### config.mk
export PLATFORM = sky130hd
export DESIGN_NAME = uart_tx_arbiter_flat
export DESIGN_NICKNAME = d
export VERILOG_FILES = /design/src/rtl/uart_tx_arbiter_if.sv /design/src/rtl/uart_tx_arbiter.sv /design/src/flat_wrapper.sv
export SDC_FILE = /design/constraint.sdc
export NUM_CORES = 1
export LEC_CHECK = 0
export ABC_AREA = 1
export CAP_MARGIN = 5
export CORE_MARGIN = 5
export CORE_UTILIZATION = 54
export CTS_CLUSTER_DIAMETER = 40
export CTS_CLUSTER_SIZE = 12
export DETAILED_ROUTE_END_ITERATION = 16
export MAX_ROUTING_LAYER = met4
export PLACE_DENSITY_LB_ADDON = 0.05
export SLEW_MARGIN = 10
export SYNTH_ARGS = -nofsm -noshare
export SYNTH_HDL_FRONTEND = slang
export SYNTH_SLANG_ARGS = --single-unit
### constraint.sdc
create_clock -name clk -period 4.9 [get_ports clk]
set_input_delay 1.225 -clock clk [delete_from_list [all_inputs] [get_ports clk]]
set_output_delay 1.225 -clock clk [all_outputs]
set_load 0.01 [all_outputs]
### src/rtl/uart_tx_arbiter_if.sv
`default_nettype none
// ============================================================================
// Module      : uart_tx_arbiter_if
// Description : Handshake bundle between two byte requesters, the arbiter and
//               the uart transmit side (valid/ready per channel).
// Revision    : 1.0 - initial release
// ============================================================================
interface uart_tx_arbiter_if;
    // program-loader requester
    logic       req0_valid;
    logic [7:0] req0_data;
    logic       req0_ready;
    // core requester
    logic       req1_valid;
    logic [7:0] req1_data;
    logic       req1_ready;
    // uart transmit side
    logic       out_valid;
    logic [7:0] out_data;
    logic       out_ready;

    // Arbiter side: consumes requester bytes, produces the uart stream.
    modport slave (
        input  req0_valid, req0_data,
        output req0_ready,
        input  req1_valid, req1_data,
        output req1_ready,
        output out_valid, out_data,
        input  out_ready
    );

    // Environment side: drives requesters and the uart ready.
    modport master (
        output req0_valid, req0_data,
        input  req0_ready,
        output req1_valid, req1_data,
        input  req1_ready,
        input  out_valid, out_data,
        output out_ready
    );
endinterface
`default_nettype wire

### src/rtl/uart_tx_arbiter.sv
`default_nettype none
// ============================================================================
// Module      : uart_tx_arbiter
// Description : Two-requester byte arbiter feeding a uart transmitter through
//               a one-entry output register. Ownership is sticky with a burst
//               limit; ties from idle go to the requester that did not own
//               the link last. Per-requester accepted-byte counters.
// Revision    : 1.0 - initial release
// ============================================================================
module uart_tx_arbiter #(
    parameter int BURST_MAX = 16
) (
    input  wire logic        clk,
    input  wire logic        reset,
    uart_tx_arbiter_if.slave bus,
    output logic [1:0]       grant,
    output logic [31:0]      count0,
    output logic [31:0]      count1
);

    // State encoding doubles as the one-hot grant value.
    typedef enum logic [1:0] {
        IDLE = 2'b00,
        OWN0 = 2'b01,
        OWN1 = 2'b10
    } state_t;

    localparam logic [7:0] c_burst_max = 8'(BURST_MAX);

    state_t      r_state;
    state_t      w_state_next;
    logic        r_last_owner;
    logic [7:0]  r_burst;
    logic        r_out_valid;
    logic [7:0]  r_out_data;
    logic [31:0] r_count0;
    logic [31:0] r_count1;

    logic        w_can_load;
    logic        w_xfer0;
    logic        w_xfer1;
    logic        w_xfer;
    logic [7:0]  w_burst_inc;
    logic        w_burst_hit;

    // The output register can take a byte when empty or draining this cycle.
    assign w_can_load     = !r_out_valid || bus.out_ready;
    assign bus.req0_ready = (r_state == OWN0) && w_can_load;
    assign bus.req1_ready = (r_state == OWN1) && w_can_load;
    assign w_xfer0        = bus.req0_valid && bus.req0_ready;
    assign w_xfer1        = bus.req1_valid && bus.req1_ready;
    assign w_xfer         = w_xfer0 || w_xfer1;
    assign w_burst_inc    = r_burst + 8'd1;
    // True on the transfer that brings the burst count up to the limit.
    assign w_burst_hit    = w_xfer && (w_burst_inc == c_burst_max);

    assign bus.out_valid  = r_out_valid;
    assign bus.out_data   = r_out_data;
    assign grant          = r_state;
    assign count0         = r_count0;
    assign count1         = r_count1;

    // State register.
    always_ff @(posedge clk or posedge reset) begin
        if (reset) begin
            r_state <= IDLE;
        end else begin
            r_state <= w_state_next;
        end
    end

    // Next-state selection: sticky ownership, hand over on idle or burst limit.
    always_comb begin
        w_state_next = r_state;
        case (r_state)
            IDLE: begin
                if (bus.req0_valid && bus.req1_valid) begin
                    w_state_next = r_last_owner ? OWN0 : OWN1;
                end else if (bus.req0_valid) begin
                    w_state_next = OWN0;
                end else if (bus.req1_valid) begin
                    w_state_next = OWN1;
                end
            end
            OWN0: begin
                if (!bus.req0_valid) begin
                    w_state_next = bus.req1_valid ? OWN1 : IDLE;
                end else if (w_burst_hit && bus.req1_valid) begin
                    w_state_next = OWN1;
                end
            end
            OWN1: begin
                if (!bus.req1_valid) begin
                    w_state_next = bus.req0_valid ? OWN0 : IDLE;
                end else if (w_burst_hit && bus.req0_valid) begin
                    w_state_next = OWN0;
                end
            end
            default: w_state_next = IDLE;
        endcase
    end

    // Burst counter restarts on every ownership change and at the limit.
    always_ff @(posedge clk or posedge reset) begin
        if (reset) begin
            r_burst <= 8'd0;
        end else if (w_state_next != r_state) begin
            r_burst <= 8'd0;
        end else if (w_burst_hit) begin
            r_burst <= 8'd0;
        end else if (w_xfer) begin
            r_burst <= w_burst_inc;
        end
    end

    // Remember who owned the link last so idle ties alternate.
    always_ff @(posedge clk or posedge reset) begin
        if (reset) begin
            r_last_owner <= 1'b1;
        end else if ((r_state == OWN0) && (w_state_next != OWN0)) begin
            r_last_owner <= 1'b0;
        end else if ((r_state == OWN1) && (w_state_next != OWN1)) begin
            r_last_owner <= 1'b1;
        end
    end

    // One-entry output register; a load wins over a simultaneous drain.
    always_ff @(posedge clk or posedge reset) begin
        if (reset) begin
            r_out_valid <= 1'b0;
            r_out_data  <= 8'd0;
        end else if (w_xfer0) begin
            r_out_valid <= 1'b1;
            r_out_data  <= bus.req0_data;
        end else if (w_xfer1) begin
            r_out_valid <= 1'b1;
            r_out_data  <= bus.req1_data;
        end else if (r_out_valid && bus.out_ready) begin
            r_out_valid <= 1'b0;
        end
    end

    // Accepted-byte counters, free-running with natural wrap.
    always_ff @(posedge clk or posedge reset) begin
        if (reset) begin
            r_count0 <= 32'd0;
            r_count1 <= 32'd0;
        end else begin
            if (w_xfer0) begin
                r_count0 <= r_count0 + 32'd1;
            end
            if (w_xfer1) begin
                r_count1 <= r_count1 + 32'd1;
            end
        end
    end

endmodule
`default_nettype wire

### src/flat_wrapper.sv
// flat-port wrapper written by rule: the top's interface ports become plain ports
module uart_tx_arbiter_flat 
#(
    parameter int BURST_MAX = 16
)
  (clk, reset, grant, count0, count1, bus_req0_valid, bus_req0_data, bus_req0_ready, bus_req1_valid, bus_req1_data, bus_req1_ready, bus_out_valid, bus_out_data, bus_out_ready);
  uart_tx_arbiter_if bus_i ();
  input  wire logic clk;
  input  wire logic reset;
  output logic [1:0] grant;
  output logic [31:0] count0;
  output logic [31:0] count1;
  input wire logic [$bits(bus_i.req0_valid)-1:0] bus_req0_valid;
  input wire logic [$bits(bus_i.req0_data)-1:0] bus_req0_data;
  output wire logic [$bits(bus_i.req0_ready)-1:0] bus_req0_ready;
  input wire logic [$bits(bus_i.req1_valid)-1:0] bus_req1_valid;
  input wire logic [$bits(bus_i.req1_data)-1:0] bus_req1_data;
  output wire logic [$bits(bus_i.req1_ready)-1:0] bus_req1_ready;
  output wire logic [$bits(bus_i.out_valid)-1:0] bus_out_valid;
  output wire logic [$bits(bus_i.out_data)-1:0] bus_out_data;
  input wire logic [$bits(bus_i.out_ready)-1:0] bus_out_ready;
  assign bus_i.req0_valid = bus_req0_valid;
  assign bus_i.req0_data = bus_req0_data;
  assign bus_req0_ready = bus_i.req0_ready;
  assign bus_i.req1_valid = bus_req1_valid;
  assign bus_i.req1_data = bus_req1_data;
  assign bus_req1_ready = bus_i.req1_ready;
  assign bus_out_valid = bus_i.out_valid;
  assign bus_out_data = bus_i.out_data;
  assign bus_i.out_ready = bus_out_ready;
  uart_tx_arbiter #(.BURST_MAX(BURST_MAX)) u_core (.clk(clk), .reset(reset), .bus(bus_i), .grant(grant), .count0(count0), .count1(count1));
endmodule
== Word level (Yosys, flattened, before mapping) ==
Cells that the tools add are included.

* Flip-flop bits (word level): 84
* Input port bits: 21
* Output and inout port bits: 77
* Word-level logic and storage cells: 56

* $add $sub $neg: 3
* Equality and inequality tests: 6
* Mux-type cells: 21
* Reduce and logical (&&, ||, !) cells: 19

{| class="wikitable"
|+ Operators by type and width
! kind !! count
|-
| $add A32 B1 Y32 const B || 2
|-
| $mux W8 || 5
|-
| $mux W2 || 9
|-
| $logic_and A1 B1 Y1 || 11
|-
| $add A8 B1 Y8 const B || 1
|-
| $eq A8 B5 Y1 const B || 1
|-
| $mux W1 || 6
|-
| $pmux W2 S3 || 1
|-
| $reduce_bool A3 Y1 || 2
|-
| $reduce_bool A2 Y1 || 2
|-
| $eq A2 B1 Y1 const B || 1
|-
| $eq A2 B2 Y1 const B || 1
|-
| $logic_not A2 Y1 || 1
|-
| $logic_or A1 B1 Y1 || 2
|-
| $ne A2 B1 Y1 const B || 1
|-
| $ne A2 B2 Y1 || 1
|-
| $ne A2 B2 Y1 const B || 1
|-
| $logic_not A1 Y1 || 1
|}

== Longest topological paths before layout ==
Gate-level depths: netlist (run 1).

* Depth in word-level cells: 14
* Gate-level depth with buffers: 14
* Gate-level depth less buffers: 14

== Worst setup path after synthesis (run 1) ==
OpenSTA, ideal clock, no wires.

* Path kind: input-to-output
* From: in bus_out_ready
* To: out bus_req0_ready
* Arrival time: 1.675 ns
* Setup slack: 2.000 ns
* Cell stages on the path: 4
* Buffers on the path: 0
* Path through: inv_1 > nand2_1 > inv_1 > nor2_1

* Longest elaborated chain between the ends: 2

{| class="wikitable"
|+ Ends and longest elaborated chain
! element !! RTL line !! source
|-
| from (decl) || flat_wrapper.sv:21 || <nowiki>input wire logic [$bits(bus_i.out_ready)-1:0] bus_out_ready;</nowiki>
|-
| $logic_or A1 B1 Y1 || uart_tx_arbiter.sv:47 || <nowiki>assign w_can_load = !r_out_valid || bus.out_ready;</nowiki>
|-
| $logic_and A1 B1 Y1 || uart_tx_arbiter.sv:48 || <nowiki>assign bus.req0_ready = (r_state == OWN0) && w_can_load;</nowiki>
|-
| to (decl) || flat_wrapper.sv:15 || <nowiki>output wire logic [$bits(bus_i.req0_ready)-1:0] bus_req0_ready;</nowiki>
|}

No other way between the ends.

== Final worst setup path (run 1) ==
Ends and elaborated chain as after synthesis.

==> results of run 1 <==
[cells by family (layout without fill, tap and decap cells)]
kind of cell | Yosys count | count (layout) | synth area share, %
AOI/OAI and AO/OA | 29 | 29 | 3.66
xor gates and xnor gates | 63 | 63 | 13.1
adders and majority gates | 4 | 4 | 1.17
buffers and inverters | 64 | 173 | 5.65
DFF | 84 | 84 | 49.2
muxes | 1 | 1 | 0.234
and+or+nand+nor | 235 | 235 | 27.0
[final timing paths]
| path | startpoint | endpoint | depth (start not counted) |
|---|---|---|---|
| min in group asynchronous | reset | u_core.count0[31] | 2 |
| max in group asynchronous | reset | u_core.count1[2] | 3 |
| max | bus_out_ready | bus_req0_ready | 6 |
| min | u_core.count1[31] | u_core.count1[31] | 1 |
| min reg2reg | u_core.count1[31] | u_core.count1[31] | 1 |
| max reg2reg | u_core.grant[0] | u_core.r_burst[3] | 11 |
[routing by layer]
metal  track usage, %  vias to the layer above  part of all wire (%)
met1             25.6                     1605                    45
met3             3.82                       16                   4.7
met2             32.7                       93                    48
met5                -                        -                     0
li1                 -                     1728                     -
met4             8.19                        0                   2.0
[cells in the final DEF (no fill, tap or decap), types with 2 or more instances in the layout]
cell / Yosys / final
clkdlybuf4s50_1: 0 / 97
nand2_1: 94 / 94
dfrtp_1: 83 / 83
nor2_1: 63 / 63
inv_1: 56 / 55
xor2_1: 45 / 45
nand3_1: 25 / 25
o21ai_0: 23 / 23
xnor2_1: 17 / 17
nor3_1: 14 / 14
nand4_1: 12 / 12
clkbuf_8: 0 / 9
nor2_2: 4 / 4
ha_1: 4 / 4
nor2_4: 3 / 3
nor3_4: 3 / 3
nor4_1: 3 / 3
bufinv_16: 0 / 3
clkinvlp_4: 0 / 3
inv_2: 2 / 2
nand3_4: 2 / 2
nand4_4: 2 / 2
o21bai_1: 2 / 2
a21oi_1: 2 / 2
nand2_2: 2 / 2
nand4_2: 2 / 2
nor3_2: 2 / 2
buf_4: 0 / 2
[critical path: stages]
cell,delay [ps]
clkdlybuf4s50_1,460
inv_1,40
nand2_1,200
inv_1,90
nor2_1,100
clkdlybuf4s50_1,540
[registers in the layout, summed over array words and instances (netlist names)]
register              count
u_core.bus.out_data       8
u_core.bus.out_valid      1
u_core.count0            32
u_core.count1            32
u_core.grant              2
u_core.r_burst            8
u_core.r_last_owner       1
[final cells by class]
cell class | count | share of cell area, %
Clock buffer | 10 | 2.28
Clock inverter | 6 | 2.01
Inverter | 58 | 3.90
Multi-Input combinational cell | 332 | 34.4
Sequential cell | 84 | 37.5
Tap cell | 102 | 2.28
Timing Repair Buffer | 99 | 17.6
[stage by stage]
step	hold WS, ps	std cells
5_1_grt	504	691
2_1_floorplan	461	480
6_report	497	691
4_1_cts	493	691
3_3_place_gp	470	675
3_5_place_dp	477	675
[power groups by stage]
stage                     registers (mW)  clock network (mW)  logic (mW)
after CTS                          0.877               0.601       0.578
after global placement             0.884                   0       0.562
after floorplan                    0.911                   0       0.279
after detailed placement           0.890                   0       0.574
final                              0.878               0.588       0.567
after global routing               0.894               0.631       0.629
==> summary.md, run 1 <==
| Metric | Value |
|---|---|
| Vias per cell | roughly 5.0 |
| Horiz. Die Dim | slightly below 100 µm |
| Tot Pwr | about 2 mW |
| Worst-margin pin slew | 666 ps |
| Placement Cell Area | 5370 µm² |
| Critical path data arrival time | 2650 ps |
| Largest net degree at the start of global routing | 48 |
| Rows | 32 |
| Final #Nets | between 600 and 700 |
| Postcts setup bufs | 0 |
| GRT Util Overall | between 20% and 30% |
| Crit-path max FO | 4 |
| Net Sw Frac | a little under a third |
| WP data required | between 3000 and 4000 ps |
| Later-pin clock latency in the skew report | between 300 and 400 ps |
| Cts repair resizes | 0 |
| CP Launch Type | input port |
| Count leader, synth | nand2_1 |
| Ys flop type | dfrtp_1 |
| Total grt overflow | 0 |
| Synth top area share | about 49% |
| Syn Inst Count | 480 |
| Clock-pin slew on the worst setup and hold paths | 90 ps |
| Asr flop ratio synth | 100% |
| Pins Over Slew Limit | 0 |
| Commonest cells post-synth | nand2_1, dfrtp_1, nor2_1 |
| Design area | about 5600 µm² |
| Avg WL per Cell | 13.5 µm |
| Max Cap Viol | 0 |
| CTS buffer count | 9 |
| Pre-antenna DRT Iters | 4 |
| Netlist cell types | 35 |
| Core area | a little under 8000 µm² |
| Worst slew margin | between 50% and 60% |
| Starting Density | between 50% and 60% |
| Max Clock Skew | around 15 ps |
| Synth Area per Inst | between 8 and 9 µm² |
| Sequential power share | a little over two fifths |
| Final TNS setup | 0 ps |
| Hold Vio Cnt, Final | 0 |
| Final antenna-violating net count | 0 |
| DRC | 0 |
| Final core occ | between 70% and 80% |
| Hold Buf Count CTS | 0 |
| Vertical die dimension | around 99 µm |
| TritonCTS Sinks | between 80 and 90 |
| CTS tree | built |
| Worst min path class | flip-flop to flip-flop |
| Vias in the first global route | 3,471 |
| Filler instances | about 560 |
| Die area | between 9000 and 10,000 µm² |
| First-pass GRT wire length | 15,800 µm |
| Clock share of power | around 29% |
| Crit path capture type | primary output |
| #FFs+latches synth | 84 |
| CTS root buffer | clkbuf_8 |
| Synth warn | 0 |
| Ratio of cells with drive above 1 in the final layout | about 7.5% |
| Area delta synth->final | 31.1% |
| Leakage | 2.69 nW |
| Final setup fails | 0 |
| Pre-CTS setup slack | 1030 ps |
| Detailed Route Iter0 Violations | 130 |
| Number of synthesized flops with an enable pin | 0 |
| Multi-input logic area | 1930 µm² |
| Internal | around 1.4 mW |
| Area leader, netlist | dfrtp_1 |
| Hpwl dp | about 7000 µm |
| Sequential cell area | 2100 µm² |
| Via count | 3,442 |
| Final WS setup | slightly above 1000 ps |
| Port-buffer cells | 97 |
| Flop2flop setup slack | around 2500 ps |
| Number of diodes | 0 |
| Crit Path Class | input port to primary output |
| Placer Congestion | 0.883 |
| Post-Syn Nets | around 500 |
| Minimum clock period | 3880 ps |
| Final Cycle Share | 79.1% |
| Outcome | complete, no violations |
| Fmax | ~260 MHz |
| WL final | ~9300 µm |
| Worst vdd ir | roughly 0.27 mV |
| CTS Buffer Depth | 2 |
| Unrepaired setup endpoints after global routing | no |
| Combinational share of power | about 28% |
| H-tree levels | 3 |
| Sequential cell area fraction in the yosys report | just under 50% |
| Net Sw Power | 0.646 mW |
| Pwr dens | ~360 nW/µm² |
| Initial antenna violation count | 0 |
| Netlist Area Pre-Place | between 4000 and 5000 µm² |
| I/O pin cnt | slightly below 100 |
| Leading post-synthesis cells by cell area | dfrtp_1, xor2_1, nand2_1, nor2_1, inv_1 |
Note: power is estimated with default switching activity, not from simulation.
==> inputs of run 2 (changes only) <==
- CORE_UTILIZATION: 54 -> 46
- clock period: 4.9 -> 3.4 ns (I/O delays scaled with it)
==> run 2 against run 1 <==
Sequential power rose by 45%. Clock power rose by 14%. Highest routed layer unchanged. Power rose by 36%.
==> summary.md, run 2 (synthesis gave the netlist of run 1 again) <==
| Metric | Value |
|---|---|
| Area delta synth->final | 30.9% |
| Core area | 9150 µm² |
| Vertical die dimension | 106 µm |
| Pre-antenna DRT Iters | 4 |
| Crit Path Class | input port to primary output |
| Vias in the first global route | 3,405 |
| Min-delay src | u_core.count1[17] |
| Cts repair resizes | 0 |
| Flop2flop setup slack | ~1200 ps |
| Hold Buf Count CTS | 0 |
| Met3 Wirelength | 361 µm |
| Crit-path max FO | 2 |
| Largest net degree at the start of global routing | 48 |
| Logic depth of the worst path, buffers included | 6 |
| Critical path data arrival time | between 2000 and 2500 ps |
| WP data required | approximately 2600 ps |
| Detailed Route Iter0 Violations | around 110 |
| Final setup fails | 0 |
| Commonest non-fill, non-tap cell in the layout | clkdlybuf4s50_1 |
| Horiz. Die Dim | 106 µm |
| Hpwl dp | 6880 µm |
| Via count | 3,396 |
| Worst vdd ir | about 0.3 mV |
| Number of diodes | 0 |
| Final Cycle Share | roughly 87% |
| CTS tree | built |
| Worst-margin pin slew | roughly 800 ps |
| Final TNS setup | 0 ps |
| Starting Density | 46.7% |
| TritonCTS Sinks | 84 |
| Port-buffer cells | between 90 and 100 |
| Hold Path Cell Cnt | 1 |
| Clock-pin slew on the worst setup and hold paths | around 100 ps |
| Ratio of cells with drive above 1 in the final layout | between 8 and 9% |
| DRC | 0 |
| RR Endpoint | u_core.r_burst[1] |
| Top delay family on crit path | buffers and inverters |
| Worst slew margin | between 40 and 50% |
| CTS buffer count | 9 |
| Placer Congestion | around 0.86 |
| Filler instances | about 800 |
| Hold Vio Cnt, Final | 0 |
| Postcts setup bufs | 0 |
| Avg WL per Cell | 13.2 µm |
| Fmax | roughly 340 MHz |
| Critical path buffer and inverter count | 4 |
| Die area | approximately 11,000 µm² |
| Max Clock Skew | approximately 14 ps |
| Rows | 35 |
| Leading cell types in the layout, fill and taps excluded | clkdlybuf4s50_1, nand2_1, dfrtp_1 |
| Top sig layer | met4 |
| Later-pin clock latency in the skew report | 350 ps |
| Unrepaired setup endpoints after global routing | no |
| CP Launch Type | input port |
| Crit-path slowest cell | clkdlybuf4s50_1 |
| Final #Nets | a little over 600 |
| Leakage | between 2 and 3 nW |
| CTS root buffer | clkbuf_8 |
| H-tree levels | 3 |
| Vias per cell | ~4.8 |
| GRT Util Overall | 17.6% |
| Minimum clock period | between 2000 and 3000 ps |
| Pins Over Slew Limit | 0 |
| Met2 WL | between 4000 and 5000 µm |
| Worst min path class | flip-flop to flip-flop |
| Outcome | complete, no violations |
| Worst stage delay on the critical path | 540 ps |
| Max Cap Viol | 0 |
| Crit path capture type | primary output |
| Final core occ | 61.2% |
| Pwr dens | between 400 and 500 nW/µm² |
| R2r startpoint | u_core.grant[0] |
| Crit-path cells | clkdlybuf4s50_1 -> inv_1 -> nand2_1 -> inv_1 -> nor2_1 -> clkdlybuf4s50_1 |
| Path depth of the worst reg2reg path | 12 |
| Total grt overflow | 0 |
| Hold EP | u_core.count1[17] |
| First-pass GRT wire length | 16,000 µm |
| CTS Buffer Depth | 2 |
| Final antenna-violating net count | 0 |
| Initial antenna violation count | 0 |
| I/O pin cnt | 98 |
| WL final | around 9000 µm |
| Metal-1 WL | ~4600 µm |
run 2: final cells by class:
class                   count  area, µm²  area share (%)
clock inverters             6       46.3           0.827
clock buffers              10        138            2.46
flip-flops and latches     84       2100            37.6
well taps                 111        139            2.48
multi-input cells         332       1930            34.5
inverters                  58        219            3.91
repair buffers            102       1020            18.2
run 2: how the worst max path moves through the flow:
stage / start / endpoint
detailed placement: bus_out_ready / u_core.r_burst[1]
global route: bus_out_ready / bus_req0_ready
CTS: bus_out_ready / bus_req0_ready
finish: bus_out_ready / bus_req0_ready
floorplan: reset / u_core.bus.out_data[0]
global placement: bus_out_ready / u_core.count1[29]
run 2: report_power, final:
| part | total, mW | internal (mW) | switching, mW |
|---|---|---|---|
| logic | 0.833 | 0.391 | 0.442 |
| registers | 1.27 | 1.13 | 0.133 |
| clock network | 0.669 | 0.291 | 0.378 |
| total | 2.77 | 1.82 | 0.953 |
run 2: worst reg2reg max path: stages (launching register included):
cell and delay (ps):
dfrtp_1 530, inv_2 70, nor2_2 150, nand3_4 230, nand2_1 180, nand2_1 60
nor2_1 190, nand3_1 140, nand3_1 110, inv_1 50, o21bai_1 150, nand2_2 160
nor2_1 60
run 2: through the flow:
| stage | hold WS, ps | cells | power, mW | worst slack, ps | instance area, µm² |
|---|---|---|---|---|---|
| 2_1_floorplan | 461 | 480 | 1.71 | 387 | 4280 |
| 3_3_place_gp | 469 | 687 | 2.10 | 442 | 5410 |
| 3_5_place_dp | 480 | 687 | 2.12 | 394 | 5410 |
| 4_1_cts | 498 | 703 | 2.80 | 445 | 5600 |
| 5_1_grt | 505 | 703 | 2.96 | 372 | 5600 |
| 6_report | 491 | 703 | 2.77 | 455 | 5600 |
run 2: per-layer routing:
metal	GRT usage [%]	up-vias
met1	23.9	1571
met5	-	-
li1	-	1739
met2	26.7	76
met4	5.75	0
met3	3.34	10
